===== config.mk =====
export PLATFORM = sky130hd
export DESIGN_NAME = cam_cmd_shell_flat
export DESIGN_NICKNAME = d
export VERILOG_FILES = /design/src/rtl/cam_cmd_shell_if.sv /design/src/rtl/cam_cmd_shell.sv /design/src/flat_wrapper.sv
export SDC_FILE = /design/constraint.sdc
export NUM_CORES = 1
export LEC_CHECK = 0
export ABC_AREA = 1
export CAP_MARGIN = 20
export CORE_ASPECT_RATIO = 0.9
export CORE_MARGIN = 2
export CORE_UTILIZATION = 30
export DETAILED_ROUTE_END_ITERATION = 6
export SLEW_MARGIN = 20
export SYNTH_ARGS = -nofsm -noshare
export SYNTH_HDL_FRONTEND = slang
export SYNTH_SLANG_ARGS = --single-unit

===== constraint.sdc =====
create_clock -name clk_48mhz -period 20.2 [get_ports clk_48mhz]
set_input_delay 4.04 -clock clk_48mhz [delete_from_list [all_inputs] [get_ports clk_48mhz]]
set_output_delay 4.04 -clock clk_48mhz [all_outputs]
set_load 0.03 [all_outputs]

===== src/rtl/cam_cmd_shell_if.sv =====
// Byte-pipe handshakes and CAM control lines shared by cam_cmd_shell and its neighbours.
// The master modport is the shell side; the slave modport is the usb_uart/cam side.
interface cam_cmd_shell_if #(
  parameter int NUM_BITS  = 32,
  parameter int NUM_CELLS = 100
);
  logic [7:0]           rx_data;
  logic                 rx_valid;
  logic                 rx_ready;
  logic [7:0]           tx_data;
  logic                 tx_valid;
  logic                 tx_ready;
  logic [NUM_BITS-1:0]  cam_comparand;
  logic [NUM_BITS-1:0]  cam_mask;
  logic                 cam_search;
  logic                 cam_select_first;
  logic [NUM_CELLS-1:0] cam_tags;
  logic [NUM_BITS-1:0]  cam_read;

  modport master (
    input  rx_data, rx_valid, tx_ready, cam_tags, cam_read,
    output rx_ready, tx_data, tx_valid, cam_comparand, cam_mask, cam_search, cam_select_first
  );

  modport slave (
    output rx_data, rx_valid, tx_ready, cam_tags, cam_read,
    input  rx_ready, tx_data, tx_valid, cam_comparand, cam_mask, cam_search, cam_select_first
  );
endinterface


===== src/rtl/cam_cmd_shell.sv =====
// ASCII command shell for a CAM: parses CR-terminated opcode+hex lines from the host
// byte pipe, drives comparand/mask/strobes and streams back fixed-width hex replies.
module cam_cmd_shell #(
  parameter int NUM_BITS   = 32,
  parameter int NUM_CELLS  = 100,
  parameter int MAX_LINE   = 32,
  parameter int SEARCH_LAT = 2
) (
  input  logic            clk_48mhz,
  input  logic            reset,
  cam_cmd_shell_if.master bus
);
  localparam int ND   = (NUM_BITS + 3) / 4;
  localparam int CW   = $clog2(NUM_CELLS + 1);
  localparam int NC   = (CW + 3) / 4;
  localparam int DMAX = (ND > NC) ? ((ND > 3) ? ND : 3) : ((NC > 3) ? NC : 3);
  localparam int RLEN = DMAX + 2;
  localparam int HW   = DMAX * 4;
  localparam int LW   = $clog2(RLEN + 1);
  localparam int CNTW = $clog2(MAX_LINE + 1);
  localparam int WW   = (SEARCH_LAT > 0) ? $clog2(SEARCH_LAT + 1) : 1;

  typedef enum logic [1:0] {ST_RX, ST_EXEC, ST_WAIT, ST_TX} state_t;
  typedef logic [RLEN-1:0][7:0] rbuf_t;

  function automatic logic [7:0] hex_char(input logic [3:0] n);
    return (n < 4'd10) ? {4'h3, n} : (8'h37 + {4'h0, n});
  endfunction

  // Reply buffer: nd uppercase digits, most significant first, then CR LF.
  function automatic rbuf_t hex_reply(input logic [HW-1:0] v, input int nd);
    rbuf_t b;
    logic [HW-1:0] t;
    b = '0;
    for (int i = 0; i < RLEN; i++) begin
      t = v >> ((nd - 1 - i) * 4);
      if (i < nd)          b[i] = hex_char(t[3:0]);
      else if (i == nd)    b[i] = 8'h0D;
      else if (i == nd + 1) b[i] = 8'h0A;
      else                 b[i] = 8'h00;
    end
    return b;
  endfunction

  // Reply buffer from up to three left-justified ASCII characters, then CR LF.
  function automatic rbuf_t text_reply(input logic [23:0] w, input int n);
    rbuf_t b;
    logic [23:0] t;
    b = '0;
    for (int i = 0; i < RLEN; i++) begin
      t = w << (i * 8);
      if (i < n && i < 3)  b[i] = t[23:16];
      else if (i == n)     b[i] = 8'h0D;
      else if (i == n + 1) b[i] = 8'h0A;
      else                 b[i] = 8'h00;
    end
    return b;
  endfunction

  function automatic logic [CW-1:0] popcount(input logic [NUM_CELLS-1:0] v);
    logic [CW-1:0] s;
    s = '0;
    for (int i = 0; i < NUM_CELLS; i++) s = s + CW'(v[i]);
    return s;
  endfunction

  state_t              state_r;
  logic                rx_ready_r;
  logic                tx_valid_r;
  logic [7:0]          tx_data_r;
  logic [NUM_BITS-1:0] comparand_r;
  logic [NUM_BITS-1:0] mask_r;
  logic                search_r;
  logic                select_r;
  logic [NUM_BITS-1:0] acc_r;
  logic                err_r;
  logic                has_op_r;
  logic [7:0]          opcode_r;
  logic [CNTW-1:0]     cnt_r;
  rbuf_t               reply_r;
  logic [LW-1:0]       reply_len_r;
  logic [LW-1:0]       idx_r;
  logic [WW-1:0]       wait_r;

  logic                rx_fire_s;
  logic                is_hex_s;
  logic [3:0]          digit_s;

  assign rx_fire_s = rx_ready_r & bus.rx_valid;

  // Decode the incoming byte as a hex digit (either letter case).
  always_comb begin
    digit_s  = 4'h0;
    is_hex_s = 1'b0;
    if (bus.rx_data >= 8'h30 && bus.rx_data <= 8'h39) begin
      digit_s  = bus.rx_data[3:0];
      is_hex_s = 1'b1;
    end else if ((bus.rx_data >= 8'h41 && bus.rx_data <= 8'h46) ||
                 (bus.rx_data >= 8'h61 && bus.rx_data <= 8'h66)) begin
      digit_s  = bus.rx_data[3:0] + 4'h9;
      is_hex_s = 1'b1;
    end else begin
      digit_s  = 4'h0;
      is_hex_s = 1'b0;
    end
  end

  // Command FSM: line capture, execution, search wait and reply streaming.
  always_ff @(posedge clk_48mhz) begin
    if (reset) begin
      state_r     <= ST_RX;
      rx_ready_r  <= 1'b0;
      tx_valid_r  <= 1'b0;
      tx_data_r   <= 8'h00;
      comparand_r <= '0;
      mask_r      <= '1;
      search_r    <= 1'b0;
      select_r    <= 1'b0;
      acc_r       <= '0;
      err_r       <= 1'b0;
      has_op_r    <= 1'b0;
      opcode_r    <= 8'h00;
      cnt_r       <= '0;
      reply_r     <= '0;
      reply_len_r <= '0;
      idx_r       <= '0;
      wait_r      <= '0;
    end else begin
      search_r <= 1'b0;
      select_r <= 1'b0;
      case (state_r)
        ST_RX: begin
          rx_ready_r <= 1'b1;
          if (rx_fire_s) begin
            if (bus.rx_data == 8'h0A) begin
              err_r <= err_r;
            end else if (bus.rx_data == 8'h0D) begin
              if (cnt_r != '0 || err_r) begin
                state_r    <= ST_EXEC;
                rx_ready_r <= 1'b0;
              end
            end else if (cnt_r == CNTW'(MAX_LINE)) begin
              err_r <= 1'b1;
            end else begin
              cnt_r <= cnt_r + CNTW'(1);
              if (cnt_r == '0) begin
                opcode_r <= bus.rx_data;
              end else begin
                has_op_r <= 1'b1;
                if (is_hex_s) acc_r <= NUM_BITS'({acc_r, digit_s});
                else          err_r <= 1'b1;
              end
            end
          end
        end
        ST_EXEC: begin
          // ERR is the fallback; the opcode decode below overrides it when legal.
          state_r     <= ST_TX;
          idx_r       <= '0;
          reply_r     <= text_reply(24'h455252, 3);
          reply_len_r <= LW'(5);
          if (!err_r) begin
            case (opcode_r)
              8'h43: if (has_op_r) begin
                comparand_r <= acc_r;
                reply_r     <= text_reply(24'h4F4B00, 2);
                reply_len_r <= LW'(4);
              end
              8'h4D: if (has_op_r) begin
                mask_r      <= acc_r;
                reply_r     <= text_reply(24'h4F4B00, 2);
                reply_len_r <= LW'(4);
              end
              8'h63: if (!has_op_r) begin
                reply_r     <= hex_reply(HW'(comparand_r), ND);
                reply_len_r <= LW'(ND + 2);
              end
              8'h6D: if (!has_op_r) begin
                reply_r     <= hex_reply(HW'(mask_r), ND);
                reply_len_r <= LW'(ND + 2);
              end
              8'h52: if (!has_op_r) begin
                reply_r     <= hex_reply(HW'(bus.cam_read), ND);
                reply_len_r <= LW'(ND + 2);
              end
              8'h46: if (!has_op_r) begin
                select_r    <= 1'b1;
                reply_r     <= text_reply(24'h4F4B00, 2);
                reply_len_r <= LW'(4);
              end
              8'h53: if (!has_op_r) begin
                search_r <= 1'b1;
                wait_r   <= '0;
                state_r  <= ST_WAIT;
              end
              default: reply_len_r <= LW'(5);
            endcase
          end
        end
        ST_WAIT: begin
          if (wait_r == WW'(SEARCH_LAT)) begin
            reply_r     <= hex_reply(HW'(popcount(bus.cam_tags)), NC);
            reply_len_r <= LW'(NC + 2);
            state_r     <= ST_TX;
          end else begin
            wait_r <= wait_r + WW'(1);
          end
        end
        ST_TX: begin
          if (!tx_valid_r) begin
            tx_valid_r <= 1'b1;
            tx_data_r  <= reply_r[idx_r];
            idx_r      <= idx_r + LW'(1);
          end else if (bus.tx_ready) begin
            if (idx_r == reply_len_r) begin
              tx_valid_r <= 1'b0;
              rx_ready_r <= 1'b1;
              state_r    <= ST_RX;
              acc_r      <= '0;
              err_r      <= 1'b0;
              has_op_r   <= 1'b0;
              cnt_r      <= '0;
            end else begin
              tx_data_r <= reply_r[idx_r];
              idx_r     <= idx_r + LW'(1);
            end
          end
        end
        default: state_r <= ST_RX;
      endcase
    end
  end

  assign bus.rx_ready         = rx_ready_r;
  assign bus.tx_valid         = tx_valid_r;
  assign bus.tx_data          = tx_data_r;
  assign bus.cam_comparand    = comparand_r;
  assign bus.cam_mask         = mask_r;
  assign bus.cam_search       = search_r;
  assign bus.cam_select_first = select_r;
endmodule

===== src/flat_wrapper.sv =====
// flat-port wrapper written by rule: the top's interface ports become plain ports
module cam_cmd_shell_flat 
#(
  parameter int NUM_BITS   = 32,
  parameter int NUM_CELLS  = 100,
  parameter int MAX_LINE   = 32,
  parameter int SEARCH_LAT = 2
)
  (clk_48mhz, reset, bus_rx_data, bus_rx_valid, bus_tx_ready, bus_cam_tags, bus_cam_read, bus_rx_ready, bus_tx_data, bus_tx_valid, bus_cam_comparand, bus_cam_mask, bus_cam_search, bus_cam_select_first);
  cam_cmd_shell_if #(.NUM_BITS(NUM_BITS), .NUM_CELLS(NUM_CELLS)) bus_i ();
  input  logic clk_48mhz;
  input  logic reset;
  input wire logic [$bits(bus_i.rx_data)-1:0] bus_rx_data;
  input wire logic [$bits(bus_i.rx_valid)-1:0] bus_rx_valid;
  input wire logic [$bits(bus_i.tx_ready)-1:0] bus_tx_ready;
  input wire logic [$bits(bus_i.cam_tags)-1:0] bus_cam_tags;
  input wire logic [$bits(bus_i.cam_read)-1:0] bus_cam_read;
  output wire logic [$bits(bus_i.rx_ready)-1:0] bus_rx_ready;
  output wire logic [$bits(bus_i.tx_data)-1:0] bus_tx_data;
  output wire logic [$bits(bus_i.tx_valid)-1:0] bus_tx_valid;
  output wire logic [$bits(bus_i.cam_comparand)-1:0] bus_cam_comparand;
  output wire logic [$bits(bus_i.cam_mask)-1:0] bus_cam_mask;
  output wire logic [$bits(bus_i.cam_search)-1:0] bus_cam_search;
  output wire logic [$bits(bus_i.cam_select_first)-1:0] bus_cam_select_first;
  assign bus_i.rx_data = bus_rx_data;
  assign bus_i.rx_valid = bus_rx_valid;
  assign bus_i.tx_ready = bus_tx_ready;
  assign bus_i.cam_tags = bus_cam_tags;
  assign bus_i.cam_read = bus_cam_read;
  assign bus_rx_ready = bus_i.rx_ready;
  assign bus_tx_data = bus_i.tx_data;
  assign bus_tx_valid = bus_i.tx_valid;
  assign bus_cam_comparand = bus_i.cam_comparand;
  assign bus_cam_mask = bus_i.cam_mask;
  assign bus_cam_search = bus_i.cam_search;
  assign bus_cam_select_first = bus_i.cam_select_first;
  cam_cmd_shell #(.NUM_BITS(NUM_BITS), .NUM_CELLS(NUM_CELLS), .MAX_LINE(MAX_LINE), .SEARCH_LAT(SEARCH_LAT)) u_core (.clk_48mhz(clk_48mhz), .reset(reset), .bus(bus_i));
endmodule

==> results.md <==
- Die Width: 235 um
- Status: finished clean
- Dpl cell area: 16900 um^2
- Layout Cells excl Fill: between 2k and 3k
- Fin nets: between 2k and 3k
- Antenna Nets Post-Route: 0
- Largest net degree at the start of global routing: between 100 and 150
- Synth async-reset ratio: 0
- Final Worst Setup Slack: about 9500 ps
- Total GRT Usage: 0.191
- Post-Syn Nets: 2402
- Ranking of synthesized cells by area: dfxtp_1, nand2_1, fa_1, inv_1, o21ai_0
- DRT iter0 DRCs: approximately 1.2k
- Main flop type after synthesis: dfxtp_1
- Clock latency at the later pin of the worst-skew pair: between 400 and 500 ps
- RD Place Congestion: 0.911
- Routed wl met3: between 2 and 3 mm
- Initial Util: 0.302
- Initial antenna violation count: 1
- Most frequent cells in the layout: nand2_1, inv_1, clkdlybuf4s50_1, dfxtp_1, nor2_1
- Detailed-route DRC error count: 0
- Sequential area share after synthesis: 0.266
- WS Path Type: input pin to flop
- Synth area leader: dfxtp_1
- Commonest non-fill, non-tap cell in the layout: nand2_1
- Sink Count: between 150 and 200
- DIE HEIGHT: ~210 um
- Mean post-synth cell area: 6.79 um^2
- Crit Path Max Fanout: 6
- CTS Buf Count: 17
- Post-synth cell types: between 40 and 50
- Share of the synthesized area in the top cell type: 0.266
- Length of routed met2 wiring: about 23 mm
- Top sig layer: met4
- Worst slew margin: 0.293
- Drt wl/cell: 16.4 um
- DRT Pass-1 Iters: 5
- Post-synth EDFFs: 0
- Hold WC Path Type: flop to flop
- Vias/cell: a little under 5
- Post-CTS setup buffer count: 0
- DPL Wire Length: about 37 mm
- CTS tree: yes
- Cell Area, Synth: 14400 um^2
- Detailed-route via count: around 14k
- RSZ-0062 raised after global routing: false
- Die area: 49600 um^2
- Final setup TNS: 0 ps
- Skew final: about 13 ps
- Cell row count: 76
- Ant. Diodes: 0
- Design area: between 15000 and 20000 um^2
- Hold_buf cts: 0
- Syn Inst Count: 2113
- Setup Viol. Count Final: 0
- I/O Pins: 220
- First-pass GRT wire length: around 74 mm
- Post-Route WL: between 40 and 50 mm
- Placement Setup Slack: around 9000 ps
- Yosys reg bits: 191
- Layout cell share with drive strength beyond 1: 0.0416
- Post-cts resize count: 0
- Fmax: 0.0936 GHz
- Layout area overhead: 22.3%
- Final worst-path cycle share: 0.529
- Port Buffer Count: about 220
- Total gr overflow: 0
- Number of instances in the placed design: roughly 2.9k
- Post-route minimum period: 10690 ps
- CTS clock-pin slew for the worst setup and hold paths: approximately 80 ps
- WP data arrival: between 10000 and 15000 ps
- Fin. max-slew vios: 0
- Wire length on met1: 21.2 mm
- Startpoint Class: input pin
- CTS root buffer: clkbuf_16
- Slew @ Worst Pin: around 1100 ps
- Max-Cap Viols: 0
- Htree depth: 4
- Synth warn: 0
- Final hold viol count: 0
- Worst Path Required: slightly above 20000 ps
- CP endpoint kind: flop
- Floorplan core area: about 48000 um^2
- Vias in the first global route: 14.0k
- Deepest clock path buffer count: 2
## Yosys cell counts (8+ instances only)
cell type,count
nand2_1,475
inv_1,326
dfxtp_1,191
nor2_1,189
o21ai_0,177
nand3_1,165
a21oi_1,145
fa_1,88
clkbuf_1,57
ha_1,57
o211ai_1,41
nand4_1,40
buf_2,16
xor2_1,16
o21ai_1,15
buf_6,11
nor3_1,11
inv_2,10
o22ai_1,10
or2_2,10
buf_4,8
nor2_2,8
## logic make-up after synthesis
logic type / after synthesis / synth area share
other: 1 / 0.000261
flip-flops: 191 / 0.266
AND/OR/NAND/NOR: 920 / 0.275
buffers and inverters: 433 / 0.122
XOR/XNOR: 19 / 0.0116
adder cells (fa/ha/maj): 145 / 0.172
AO/OA/AOI/OAI: 404 / 0.152
## final timing paths
path	startpoint	to	slack, ps	depth (start not counted)
min	u_core.reply_r[17]	u_core.reply_r[17]	460	2
max	bus_cam_tags[0]	u_core.reply_r[12]	9510	20
min reg2reg	u_core.reply_r[17]	u_core.reply_r[17]	460	2
max reg2reg	u_core.idx_r[0]	u_core.acc_r[0]	16310	11
## sequential cells by signal, summed over array words and instances (netlist names)
register / cells
u_core.acc_r: 32
u_core.cnt_r: 6
u_core.err_r: 1
u_core.bus.cam_search: 1
u_core.bus.tx_data: 7
u_core.wait_r: 2
u_core.bus.cam_mask: 32
u_core.opcode_r: 8
u_core.state_r: 2
u_core.reply_r: 57
u_core.bus.tx_valid: 1
u_core.has_op_r: 1
u_core.reply_len_r: 3
u_core.bus.cam_comparand: 32
u_core.bus.rx_ready: 1
u_core.bus.cam_select_first: 1
u_core.idx_r: 4
## layout make-up
class | count | area, um^2
fill | 5070 | 30000
multi-input combinational | 1489 | 8780
clock inverter | 13 | 176
sequential | 191 | 3820
timing repair buffer | 231 | 2270
clock buffer | 18 | 439
inverter | 339 | 1270
tap | 624 | 781
## metrics by stage
stage	hold slack, ps	utilization
after global routing	480	0.369
after global placement	450	0.356
after detailed placement	452	0.356
after floorplan	437	-
after CTS	464	0.369
final	465	0.369
## critical path, stage by stage
cell	delay [ps]
clkdlybuf4s50_1	400
ha_1	290
inv_1	70
fa_1	420
fa_1	550
fa_1	450
fa_1	510
fa_1	570
fa_1	450
fa_1	490
fa_1	530
fa_1	430
fa_1	410
fa_1	400
xor2_1	240
nand2_1	120
nand3_1	210
nor3_1	90
or2_2	270
a31oi_1	140
## per-layer routing
| metal | vias up | global-route usage |
|---|---|---|
| met4 | 0 | 0.0570 |
| met1 | 6886 | 0.258 |
| met2 | 397 | 0.312 |
| met5 | - | 0 |
| li1 | 7076 | - |
| met3 | 66 | 0.0329 |
Power is left out: the tool's default activity adds up to more than one toggle a clock period on the data nets, which glitch-free logic cannot reach.
